**config.mk**
```make
export PLATFORM = sky130hd
export DESIGN_NAME = rr_arbiter_eight
export DESIGN_NICKNAME = d
export VERILOG_FILES = /design/src/rtl/rr_arbiter_eight_pkg.sv /design/src/rtl/rr_arbiter_eight_decode.sv /design/src/rtl/rr_arbiter_eight.sv
export SDC_FILE = /design/constraint.sdc
export NUM_CORES = 1
export LEC_CHECK = 0
export CORE_UTILIZATION = 30
export DETAILED_ROUTE_END_ITERATION = 10
export GPL_ROUTABILITY_DRIVEN = 0
export GPL_TIMING_DRIVEN = 1
export SYNTH_ARGS = -nofsm -noshare
export SYNTH_HDL_FRONTEND = slang
export SYNTH_SLANG_ARGS = --single-unit
export TNS_END_PERCENT = 5
```
**constraint.sdc**
```tcl
create_clock -name iClk -period 2.5 [get_ports iClk]
set_input_delay 0.375 -clock iClk [delete_from_list [all_inputs] [get_ports iClk]]
set_output_delay 0.375 -clock iClk [all_outputs]
set_load 0.02 [all_outputs]
```
**src/rtl/rr_arbiter_eight_pkg.sv**
```systemverilog
// rtl/rr_arbiter_eight_pkg.sv - shared constants and state encoding for the eight-way arbiter
//
// Purpose : state encoding and sizing constants used by rr_arbiter_eight.
// Contents: N_REQ, IDX_W, state_t (ST_IDLE, ST_GRANT, ST_RELEASE).

package rr_arbiter_eight_pkg;

  localparam int N_REQ = 8;
  localparam int IDX_W = 3;

  typedef enum logic [1:0] {
    ST_IDLE    = 2'd0,
    ST_GRANT   = 2'd1,
    ST_RELEASE = 2'd2
  } state_t;

endpackage

```
**src/rtl/rr_arbiter_eight_decode.sv**
```systemverilog
// rtl/rr_arbiter_eight_decode.sv - 3-to-8 enabled decoder driving the one-hot grant
//
// Purpose : decode a 3-bit index into a one-hot vector, all zero when disabled.
// Ports   : iEnable  in  1  decoder enable
//           iData    in  3  index to decode
//           oDecode  out 8  one-hot result, zero when iEnable=0

module decodeThreeoEight (
  input  logic       iEnable,
  input  logic [2:0] iData,
  output logic [7:0] oDecode
);

  always_comb begin
    oDecode = '0;
    if (iEnable) begin
      oDecode[iData] = 1'b1;
    end
  end

endmodule

```
**src/rtl/rr_arbiter_eight.sv**
```systemverilog
// rtl/rr_arbiter_eight.sv - eight-way round-robin arbiter with hold-time limit
//
// Purpose : share one resource between eight requesters in round-robin order.
//           A grant lasts until the owner pulses iDone, drops its request, or
//           has held the grant for MAX_HOLD cycles (MAX_HOLD=0 disables the limit).
// Ports   : iClk       in   1  system clock, rising edge
//           iRst_n     in   1  synchronous reset, active-low
//           iReq       in   8  level-sensitive request lines
//           iDone      in   1  release strobe from the current owner
//           oGrant     out  8  one-hot grant, zero when no owner
//           oGrantIdx  out  3  index of the current owner (valid with oValid)
//           oValid     out  1  a grant is active
//           oTimeout   out  1  one-cycle pulse when a grant was revoked by the limit

module rr_arbiter_eight
  import rr_arbiter_eight_pkg::*;
#(
  parameter int MAX_HOLD = 16,
  parameter int HOLD_W   = 5
) (
  input  logic             iClk,
  input  logic             iRst_n,
  input  logic [N_REQ-1:0] iReq,
  input  logic             iDone,
  output logic [N_REQ-1:0] oGrant,
  output logic [IDX_W-1:0] oGrantIdx,
  output logic             oValid,
  output logic             oTimeout
);

  state_t             r_state;
  state_t             w_next_state;
  logic [IDX_W-1:0]   r_idx;
  logic [IDX_W-1:0]   r_last_idx;
  logic [HOLD_W-1:0]  r_hold;
  logic               r_timeout;

  logic [IDX_W-1:0]   w_pick;
  logic               w_owner_quit;
  logic               w_limit;

  // Owner gives up the grant voluntarily; this wins over the hold limit
  // when both happen in the same cycle, so no timeout is reported then.
  assign w_owner_quit = iDone | ~iReq[r_idx];
  assign w_limit      = (MAX_HOLD != 0) && (r_hold == HOLD_W'(MAX_HOLD - 1));

  // Round-robin search starting just above the last owner. Walking the
  // offsets from farthest to nearest lets the nearest set request win;
  // offset N_REQ wraps to the last owner itself, which therefore ranks lowest.
  always_comb begin
    w_pick = r_last_idx;
    for (int k = N_REQ; k >= 1; k--) begin
      if (iReq[r_last_idx + IDX_W'(k)]) begin
        w_pick = r_last_idx + IDX_W'(k);
      end
    end
  end

  always_comb begin
    w_next_state = r_state;
    case (r_state)
      ST_IDLE: begin
        if (|iReq) begin
          w_next_state = ST_GRANT;
        end
      end
      ST_GRANT: begin
        if (w_owner_quit || w_limit) begin
          w_next_state = ST_RELEASE;
        end
      end
      ST_RELEASE: w_next_state = ST_IDLE;
      default:    w_next_state = ST_IDLE;
    endcase
  end

  always_ff @(posedge iClk) begin
    if (!iRst_n) begin
      r_state    <= ST_IDLE;
      r_idx      <= '0;
      r_last_idx <= IDX_W'(N_REQ - 1);
      r_hold     <= '0;
      r_timeout  <= 1'b0;
    end else begin
      r_state   <= w_next_state;
      r_timeout <= 1'b0;
      case (r_state)
        ST_IDLE: begin
          if (|iReq) begin
            r_idx  <= w_pick;
            r_hold <= '0;
          end
        end
        ST_GRANT: begin
          r_hold <= r_hold + HOLD_W'(1);
          if (!w_owner_quit && w_limit) begin
            r_timeout <= 1'b1;
          end
        end
        ST_RELEASE: r_last_idx <= r_idx;
        default: ;
      endcase
    end
  end

  assign oValid    = (r_state == ST_GRANT);
  assign oGrantIdx = r_idx;
  assign oTimeout  = r_timeout;

  decodeThreeoEight u_decode (
    .iEnable (oValid),
    .iData   (r_idx),
    .oDecode (oGrant)
  );

endmodule

```
==> metrics <==
commonest non-fill, non-tap cell in the layout nand2_1; fin crit share 0.927; Initial Util 0.313; clk_skew 0.00148 ns; ratio of cells with drive above 1 in the final layout 0.175; CP arrival 1.94 ns; nets 217; row count 25; Leak 0.000714 uW; CTS buffer count 3; outcome completed; postcts setup bufs 0; hold violation total from the final report 0; CTS root buf clkbuf_8; CP top delay family buffers and inverters; Worst Setup End Kind output port; cell area after synthesis 1480 um2; total negative slack 0 ns; grt total ovfl 0; Reg clk slew, reported paths 0.06 ns; Slew @ Worst Pin 0.575 ns; worst-path maximum fanout 10; Area growth syn-to-layout 25.0%; Setup CP Type flip-flop to output port; overall routing resource usage 0.159; f_max 0.432 GHz; maximum buffer depth of the clock tree 2; number of flops mapped to enable cells by yosys 0; vias post-DR 1392; async set-reset flop share out of synthesis 0; Port Buf Inserts 23; CTS Sinks 14; Peak VDD IR 0.195 mV; total DRC errors in the routed layout 0; final WL 3.77 mm; Routed WL per cell 14.1 um; placeable core region 4720 um2; Die X-Extent 72.2 um; vias in the first global route 1328; Buffers & Inverters on Critical Path 2; Final setup viols 0; largest net degree at the start of global routing 19; initial drt markers 66; initial antenna violation count 0; Pwr Density 530 nW/um2; Synth warnings 0; die area 5210 um2; H-Tree Depth 1; ANT nets after route 0; Largest stage delay, worst path 0.64 ns; critical-path cell list nand2b_2 > clkinv_1 > nand2_1 > nor3b_1 > clkdlybuf4s50_1; commonest non-fill, non-tap cells in the layout nand2_1, clkdlybuf4s50_1, dfxtp_1, mux2i_1; Mapped Avg Cell Area 8.49 um2; Hold-fix buffers, CTS 0; Gate Count Post-Synth 174; Seq/Total Area, Yosys 0.190; Setup crit start kind flip-flop; first-pass GRT wire length 6.56 mm; max_slew headroom 0.615; Max-Cap Viols 0; hpwl dp 2.86 mm; Slowest cell on crit path clkdlybuf4s50_1; syn_nets 189; RSZ-0062 raised after global routing false; Clock Latency Late Sink 0.25 ns; max-slew violation count 0; antenna cells 0; CTS tree built; Unique masters post-synth 45; Pre-antenna DRT Iters 4; I/O pins 24; worst hold path class flip-flop to flip-flop; DR vias/cell 5.21; Post-synth top flop dfxtp_1; Die Y 72.2 um; Crit path required time 2.12 ns; Final min period 2.32 ns; fin util 0.391; #FFs+latches synth 14
## cell type report
type,instances,area [um2]
tap,67,83.8
inverter,8,30.0
timing repair buffer,34,313
multi-input combinational,141,1100
clock buffer,3,41.3
fill,476,2880
sequential,14,280
## registers in the layout (all words and copies together), names as in the netlist
register and count:
oGrantIdx 3, oTimeout 1, r_hold 5, r_last_idx 3, r_state 2
## where the power goes
part	switching (uW)	internal [uW]	leakage, uW
registers	46.0	244	0.000114
logic	255	244	0.000578
clock network	82.8	107	0.0000216
total	384	595	0.000714
## cells in the mapped netlist (2+ instances only)
master / count / area [um2]
mux2_2: 3 / 33.8
nor3b_1: 2 / 15.0
a21oi_1: 5 / 25.0
o21ai_0: 8 / 40.0
ha_1: 4 / 50.1
inv_2: 2 / 7.51
nand2b_1: 5 / 31.3
dfxtp_1: 14 / 280
mux4_2: 11 / 248
and3_1: 2 / 12.5
nand3_1: 8 / 40.0
a31o_1: 3 / 26.3
inv_1: 4 / 15.0
o21ai_1: 2 / 10.0
clkbuf_1: 6 / 22.5
buf_2: 2 / 10.0
xnor2_1: 3 / 26.3
and2_1: 3 / 18.8
nor2b_1: 2 / 12.5
a21boi_0: 2 / 15.0
nor4_1: 3 / 18.8
nor3_1: 5 / 25.0
mux2i_1: 12 / 120
a22oi_1: 2 / 15.0
nand2_1: 27 / 101
a211oi_1: 3 / 22.5
clkinv_1: 2 / 7.51
a31oi_1: 3 / 18.8
nor2_1: 10 / 37.5
## worst reg2reg max path, cell delays in order, from the launching register on
cell and delay [ns]:
dfxtp_1 0.33, buf_4 0.28, ha_1 0.31, xnor2_1 0.22, mux2_2 0.41, a21oi_1 0.14, o311a_1 0.19, mux2i_1 0.07
a31o_1 0.17
## final timing paths
kind,startpoint,slack (ns),cells past startpoint,end
worst max-delay path,r_state[1]$_SDFFE_PN0P_,0.18,5,oGrant[6]
worst min-delay path,r_hold[1]$_SDFFE_PN0P_,0.50,2,r_hold[1]$_SDFFE_PN0P_
worst max register to register,r_last_idx[0]$_SDFFE_PN1N_,0.27,8,oGrantIdx[0]$_SDFFE_PN0P_
worst min register to register,r_hold[1]$_SDFFE_PN0P_,0.50,2,r_hold[1]$_SDFFE_PN0P_
## cells by family (layout without fill, tap and decap cells)
kind of cell / after synthesis / after routing / share of synthesized area
buffers and inverters: 19 / 45 / 0.0686
adders and majority gates: 4 / 4 / 0.0339
and+or+nand+nor: 70 / 70 / 0.226
AOI/OAI and AO/OA: 36 / 36 / 0.169
DFF: 14 / 14 / 0.190
xor gates and xnor gates: 3 / 3 / 0.0178
muxes: 28 / 28 / 0.295
## metal layers
metal  global-route usage  wire [um]
met1                0.230       1900
met2                0.244       1650
met3               0.0306        181
met4               0.0349         51
met5                    0          0
## repair_timing
item,4_1_cts,5_1_grt
hold endpoints to repair,0,0
gates resized for setup,0,1
endpoints found under the setup margin,0,2
## per-stage QoR
step / hold slack, ns / power (uW) / instances / cell area (um2) / setup slack, ns
2_1_floorplan: 0.448 / 639 / 174 / 1480 / 0.113
3_3_place_gp: 0.490 / 790 / 264 / 1800 / 0.0328
3_5_place_dp: 0.495 / 791 / 264 / 1800 / 0.0109
4_1_cts: 0.503 / 983 / 267 / 1840 / 0.0855
5_1_grt: 0.533 / 1040 / 267 / 1850 / 0.0504
6_report: 0.499 / 979 / 267 / 1850 / 0.184
Power figures use the tool's default switching activity.
